===== config.mk =====
export PLATFORM = sky130hd
export DESIGN_NAME = serial_adder_flat
export DESIGN_NICKNAME = d
export VERILOG_FILES = /design/src/rtl/serial_adder_if.sv /design/src/rtl/serial_adder.sv /design/src/flat_wrapper.sv
export SDC_FILE = /design/constraint.sdc
export NUM_CORES = 1
export LEC_CHECK = 0
export ABC_AREA = 1
export BUFFER_PORTS_ARGS = -buffer_cell sky130_fd_sc_hd__buf_4
export CAP_MARGIN = 20
export CORE_MARGIN = 1.5
export CORE_UTILIZATION = 39
export CTS_BUF_LIST = sky130_fd_sc_hd__clkbuf_16
export CTS_CLUSTER_DIAMETER = 100
export DETAILED_ROUTE_END_ITERATION = 16
export SYNTH_ARGS = -nofsm -noshare
export SYNTH_HDL_FRONTEND = slang
export SYNTH_SLANG_ARGS = --single-unit

===== constraint.sdc =====
create_clock -name clk -period 1.6 [get_ports clk]
set_input_delay 0.08 -clock clk [delete_from_list [all_inputs] [get_ports clk]]
set_output_delay 0.08 -clock clk [all_outputs]
set_load 0.005 [all_outputs]

===== src/rtl/serial_adder_if.sv =====
// Operand/result handshake bundle for the bit-serial adder.
// master = producer/consumer side, slave = the adder.
`timescale 1ns/1ps
interface serial_adder_if #(
  parameter int unsigned WIDTH = 8
);
  logic             in_valid;
  logic             in_ready;
  logic [WIDTH-1:0] a;
  logic [WIDTH-1:0] b;
  logic             carry_in;
  logic             mode;
  logic             out_valid;
  logic             out_ready;
  logic [WIDTH-1:0] sum;
  logic             carry_out;
  logic             overflow;
  logic             zero;

  modport master (
    output in_valid, a, b, carry_in, mode, out_ready,
    input  in_ready, out_valid, sum, carry_out, overflow, zero
  );

  modport slave (
    input  in_valid, a, b, carry_in, mode, out_ready,
    output in_ready, out_valid, sum, carry_out, overflow, zero
  );
endinterface


===== src/rtl/serial_adder.sv =====
// Bit-serial adder/subtractor: one full-adder cell and a carry flop, LSB first,
// WIDTH cycles per operation with valid/ready on both sides.
`timescale 1ns/1ps
module serial_adder #(
  parameter int unsigned WIDTH = 8
) (
  input logic           clk,
  input logic           rst_n,
  serial_adder_if.slave bus
);

  localparam int unsigned CntW = (WIDTH > 1) ? $clog2(WIDTH) : 1;

  typedef enum logic [1:0] {StIdle, StRun, StDone} state_e;

  state_e           state_q;
  logic [WIDTH-1:0] a_q;
  logic [WIDTH-1:0] b_q;
  logic [WIDTH-1:0] sum_q;
  logic [CntW-1:0]  idx_q;
  logic             carry_q;
  logic             carry_out_q;
  logic             overflow_q;
  logic             zero_q;
  logic             out_valid_q;

  logic             bit_s;
  logic             bit_c;
  logic             last_bit;
  logic [WIDTH-1:0] sum_shift;

  // Operand registers shift right, so bit 0 is always the bit being processed.
  always_comb begin
    bit_s    = a_q[0] ^ b_q[0] ^ carry_q;
    bit_c    = (a_q[0] & b_q[0]) | (a_q[0] & carry_q) | (b_q[0] & carry_q);
    last_bit = (idx_q == CntW'(WIDTH - 1));
  end

  generate
    if (WIDTH == 1) begin : g_w1
      assign sum_shift = bit_s;
    end else begin : g_wn
      assign sum_shift = {bit_s, sum_q[WIDTH-1:1]};
    end
  endgenerate

  always_ff @(posedge clk or negedge rst_n) begin
    if (!rst_n) begin
      state_q     <= StIdle;
      a_q         <= '0;
      b_q         <= '0;
      sum_q       <= '0;
      idx_q       <= '0;
      carry_q     <= 1'b0;
      carry_out_q <= 1'b0;
      overflow_q  <= 1'b0;
      zero_q      <= 1'b0;
      out_valid_q <= 1'b0;
    end else begin
      unique case (state_q)
        StIdle: begin
          if (bus.in_valid) begin
            // Subtract as a + ~b + !borrow_in.
            a_q     <= bus.a;
            b_q     <= bus.b ^ {WIDTH{bus.mode}};
            carry_q <= bus.carry_in ^ bus.mode;
            idx_q   <= '0;
            state_q <= StRun;
          end
        end
        StRun: begin
          a_q     <= a_q >> 1;
          b_q     <= b_q >> 1;
          carry_q <= bit_c;
          sum_q   <= sum_shift;
          idx_q   <= idx_q + CntW'(1);
          if (last_bit) begin
            // carry_q here is the carry into the MSB.
            carry_out_q <= bit_c;
            overflow_q  <= carry_q ^ bit_c;
            zero_q      <= (sum_shift == '0);
            out_valid_q <= 1'b1;
            state_q     <= StDone;
          end
        end
        StDone: begin
          if (bus.out_ready) begin
            out_valid_q <= 1'b0;
            state_q     <= StIdle;
          end
        end
        default: state_q <= StIdle;
      endcase
    end
  end

  assign bus.in_ready  = (state_q == StIdle);
  assign bus.out_valid = out_valid_q;
  assign bus.sum       = sum_q;
  assign bus.carry_out = carry_out_q;
  assign bus.overflow  = overflow_q;
  assign bus.zero      = zero_q;

endmodule

===== src/flat_wrapper.sv =====
// flat-port wrapper written by rule: the top's interface ports become plain ports
module serial_adder_flat 
#(
  parameter int unsigned WIDTH = 8
)
  (clk, rst_n, bus_in_valid, bus_a, bus_b, bus_carry_in, bus_mode, bus_out_ready, bus_in_ready, bus_out_valid, bus_sum, bus_carry_out, bus_overflow, bus_zero);
  serial_adder_if #(.WIDTH(WIDTH)) bus_i ();
  input logic clk;
  input logic rst_n;
  input wire logic [$bits(bus_i.in_valid)-1:0] bus_in_valid;
  input wire logic [$bits(bus_i.a)-1:0] bus_a;
  input wire logic [$bits(bus_i.b)-1:0] bus_b;
  input wire logic [$bits(bus_i.carry_in)-1:0] bus_carry_in;
  input wire logic [$bits(bus_i.mode)-1:0] bus_mode;
  input wire logic [$bits(bus_i.out_ready)-1:0] bus_out_ready;
  output wire logic [$bits(bus_i.in_ready)-1:0] bus_in_ready;
  output wire logic [$bits(bus_i.out_valid)-1:0] bus_out_valid;
  output wire logic [$bits(bus_i.sum)-1:0] bus_sum;
  output wire logic [$bits(bus_i.carry_out)-1:0] bus_carry_out;
  output wire logic [$bits(bus_i.overflow)-1:0] bus_overflow;
  output wire logic [$bits(bus_i.zero)-1:0] bus_zero;
  assign bus_i.in_valid = bus_in_valid;
  assign bus_i.a = bus_a;
  assign bus_i.b = bus_b;
  assign bus_i.carry_in = bus_carry_in;
  assign bus_i.mode = bus_mode;
  assign bus_i.out_ready = bus_out_ready;
  assign bus_in_ready = bus_i.in_ready;
  assign bus_out_valid = bus_i.out_valid;
  assign bus_sum = bus_i.sum;
  assign bus_carry_out = bus_i.carry_out;
  assign bus_overflow = bus_i.overflow;
  assign bus_zero = bus_i.zero;
  serial_adder #(.WIDTH(WIDTH)) u_core (.clk(clk), .rst_n(rst_n), .bus(bus_i));
endmodule

==> flow_metrics.py <==
metrics = {
    "synth": {
        "yosysUniqueCellTypes": 21,
        "synth.cells.most_frequent": "nand2_1 (77), dfrtp_1 (34), nand3_1 (34)",
        "synthSimpleGateAreaFrac": 0.325,
        "yosys.area_share.adder": 0.0276,
        "synthDominantAreaCellType": "dfrtp_1",
        "main_combinational_cell_family_by_area_after_synthesis": "simple AND/OR/NAND/NOR gates",
        "dominantRegCellSynth": "dfrtp_1",
        "synth_compound_gate_area_share": 0.0429,
        "synth_largest_type_area_fraction": 0.521,
        "synth-edff-count": 0,
        "yosys_register_bits": 34,
        "avgSynthCellArea_um2": 8.12,
        "synthMostInstantiatedCell": "nand2_1",
        "netlist_top_cells_area": "dfrtp_1 (52%), nand2_1 (18%), nand3_1 (10%), o21ai_1 (3.1%), inv_1 (3.0%)",
        "total_nets_after_synthesis": 226,
        "synthMuxAreaShare": 0,
        "yosys_warnings": 0,
        "post_synth_xor_area_fraction": 0.0107,
        "async_flop_share": 1.00,
        "synth_sequential_area_ratio": 0.521,
        "synth_area_um2": 1630,
        "synth_cells": 201,
    },
    "outcome": {
        "status": "finished clean",
    },
    "sta": {
        "fmax_ghz": 0.720,
        "worst-slew-pin-transition_ns": 0.429,
        "setup_violations": 0,
        "final-hold-violation-count": 0,
        "rsz0062_at_grt": "no",
        "post-route-period-util": 0.868,
        "finalClockSkew_ns": 0.00395,
        "final.min_clock_period_ns": 1.39,
        "relSlewSlack": 0.714,
        "final_number_of_max_transition_violations": 0,
        "finalSetupTns_ns": 0,
        "final.setup.worst_slack_ns": 0.212,
    },
    "pwr": {
        "total_power_w": 0.00377,
        "power.ir.vdd_worst_mv": 0.713,
        "total_power_divided_by_cell_area_nw_per_um2": 1810,
        "power.leakage_nw": 1.10,
    },
    "drt": {
        "detailroute.via_count": 1395,
        "detail_route.iter0.violations": 78,
        "wl_per_cell_um": 12.6,
        "wl_um": 3650,
        "post-route-drc-count": 0,
        "drt-pass1-iter-count": 4,
        "viasPerCell": 4.81,
        "final_antenna_net_count": 0,
    },
    "critical_path": {
        "reg2regPathDepth": 6,
        "r2r_setup_slack_ns": 0.21,
        "timing.critical_path.arrival_ns": 1.60,
        "worstSetupEndpointType": "flip-flop",
        "critical_path_peak_fanout": 3,
        "cp_data_required_time_ns": 1.81,
        "crit_path_start_kind": "flip-flop",
        "cp-endpoint": "u_core.bus.zero",
        "path_class": "reg2reg",
        "critical_path.reg2reg.endpoint": "u_core.bus.zero",
        "reg2reg_from": "u_core.carry_q",
        "timing.critical_path.from": "u_core.carry_q",
    },
    "floorplan": {
        "die_h_um": 67.7,
        "chipWidth_um": 67.7,
        "number_of_cell_rows": 23,
        "effective_utilization_at_floorplan": 0.408,
        "floorplan.core_area_um2": 4000,
        "io_pins": 35,
        "floorplan.die_area_um2": 4580,
    },
    "cts": {
        "root_buffer": "clkbuf_16",
        "tritoncts_clock_tree": "done",
        "clkSinkCount": 34,
        "clkTransAtPathRegs_ns": 0.05,
        "cts_inserted_buffers": 5,
        "cts_repair_resize_count": 0,
        "clock_tree.htree_level_count": 2,
        "clockBufferDepth": 2,
        "insertion_delay_ns": 0.27,
        "post_cts_buffers": 0,
        "hold_buf_count_cts": 2,
    },
    "global_routing": {
        "globalRoute.totalOverflow": 0,
        "grt_usage": 0.184,
        "initial_antenna_violation_count": 0,
        "grt_start_max_net_pins": 35,
        "grt_pass1_vias": 1341,
        "grt_first_pass_wirelength_um": 6170,
    },
    "final_layout": {
        "area_growth_pct": 27.4,
        "layout.nets": 265,
        "layout.filler_cells": 392,
        "instances_no_fill": 290,
        "drive_above_1_share": 0.208,
        "number_of_inserted_diodes": 0,
    },
    "placed_design": {
        "placedCellCount": 281,
        "placement.setup.worst_slack_ns": 0.210,
        "place.gp.congestion": 0.775,
        "io_buffer_count": 34,
        "half_perimeter_wire_length_after_placement_um": 2480,
    },
    "job": {
        "maxCapViolations": 0,
    },
    "hold_path": {
        "path_class_of_the_lowest_slack_min_delay_path": "in2reg",
    },
}
-- metal layers --
layer / vias up / track usage / wire length, um
met5: - / 0 / 0
met4: 0 / 0.0765 / 10
met3: 2 / 0.0417 / 179
met2: 39 / 0.297 / 1800
met1: 636 / 0.236 / 1660
li1: 718 / - / -
-- stage by stage --
stage               hold WS [ns]  area (um2)  utilization
floorplan                 -0.216        1630            -
global placement          0.0539        1930        0.481
detailed placement        0.0578        1930        0.481
CTS                      0.00667        2080        0.520
global route              0.0186        2080        0.520
finish                    0.0102        2080        0.520
-- sequential cells by signal, indices dropped and copies added, names as in the netlist --
name	cells
u_core.bus.zero	1
u_core.idx_q	3
u_core.bus.sum	8
u_core.bus.overflow	1
u_core.bus.out_valid	1
u_core.a_q	8
u_core.b_q	8
u_core.bus.carry_out	1
u_core.state_q	2
u_core.carry_q	1
-- cell usage in the layout (no fill, tap or decap), types with 3 or more instances in the layout --
master and instances:
dfrtp_1 34, buf_4 38, nor2_1 6, o21ai_1 10, inv_2 3, inv_1 15
nand3_1 34, clkbuf_16 5, nand2_1 77, nand4_1 3
-- power by group --
group          leakage [nW]  internal [W]  switching [W]
logic                 0.592      0.000630       0.000768
clock network        0.0723      0.000555       0.000329
registers             0.435       0.00122       0.000259
total                  1.10       0.00241        0.00136
-- worst min-delay path by stage --
| stage | startpoint | end | slack (ns) | cells past startpoint |
|---|---|---|---|---|
| final | bus_a[4] | u_core.a_q[4] | 0.01 | 3 |
| after global routing | bus_a[3] | u_core.a_q[3] | 0.02 | 3 |
| after CTS | bus_a[4] | u_core.a_q[4] | 0.007 | 3 |
| after detailed placement | rst_n | u_core.a_q[7] | 0.06 | 1 |
| after global placement | rst_n | u_core.a_q[7] | 0.05 | 1 |
| after floorplan | rst_n | u_core.a_q[0] | -0.22 | 0 |
-- cell families (layout without fill, tap and decap cells) --
| group | count (synthesis) | in the layout |
|---|---|---|
| xor gates and xnor gates | 2 | 2 |
| AOI/OAI and AO/OA | 13 | 13 |
| adders and majority gates | 3 | 3 |
| and+or+nand+nor | 124 | 124 |
| buffers and inverters | 25 | 64 |
| DFF | 34 | 34 |
-- critical path: stages, from the launching register on --
cell and delay (ns):
dfrtp_1 0.41, fa_1 0.51, nor2_1 0.12, nand2_1 0.06, nor2_1 0.10, nand2_1 0.06, nand2_1 0.06
-- area by class of cell --
class                   count  area (um2)  share of cell area
flip-flops and latches     34         851               0.409
multi-input cells         142         663               0.319
repair buffers             40         305               0.147
clock buffers               5         125              0.0602
inverters                  17        63.8              0.0307
well taps                  50        62.6              0.0301
clock inverters             2        7.51             0.00361
Power figures use the tool's default switching activity.
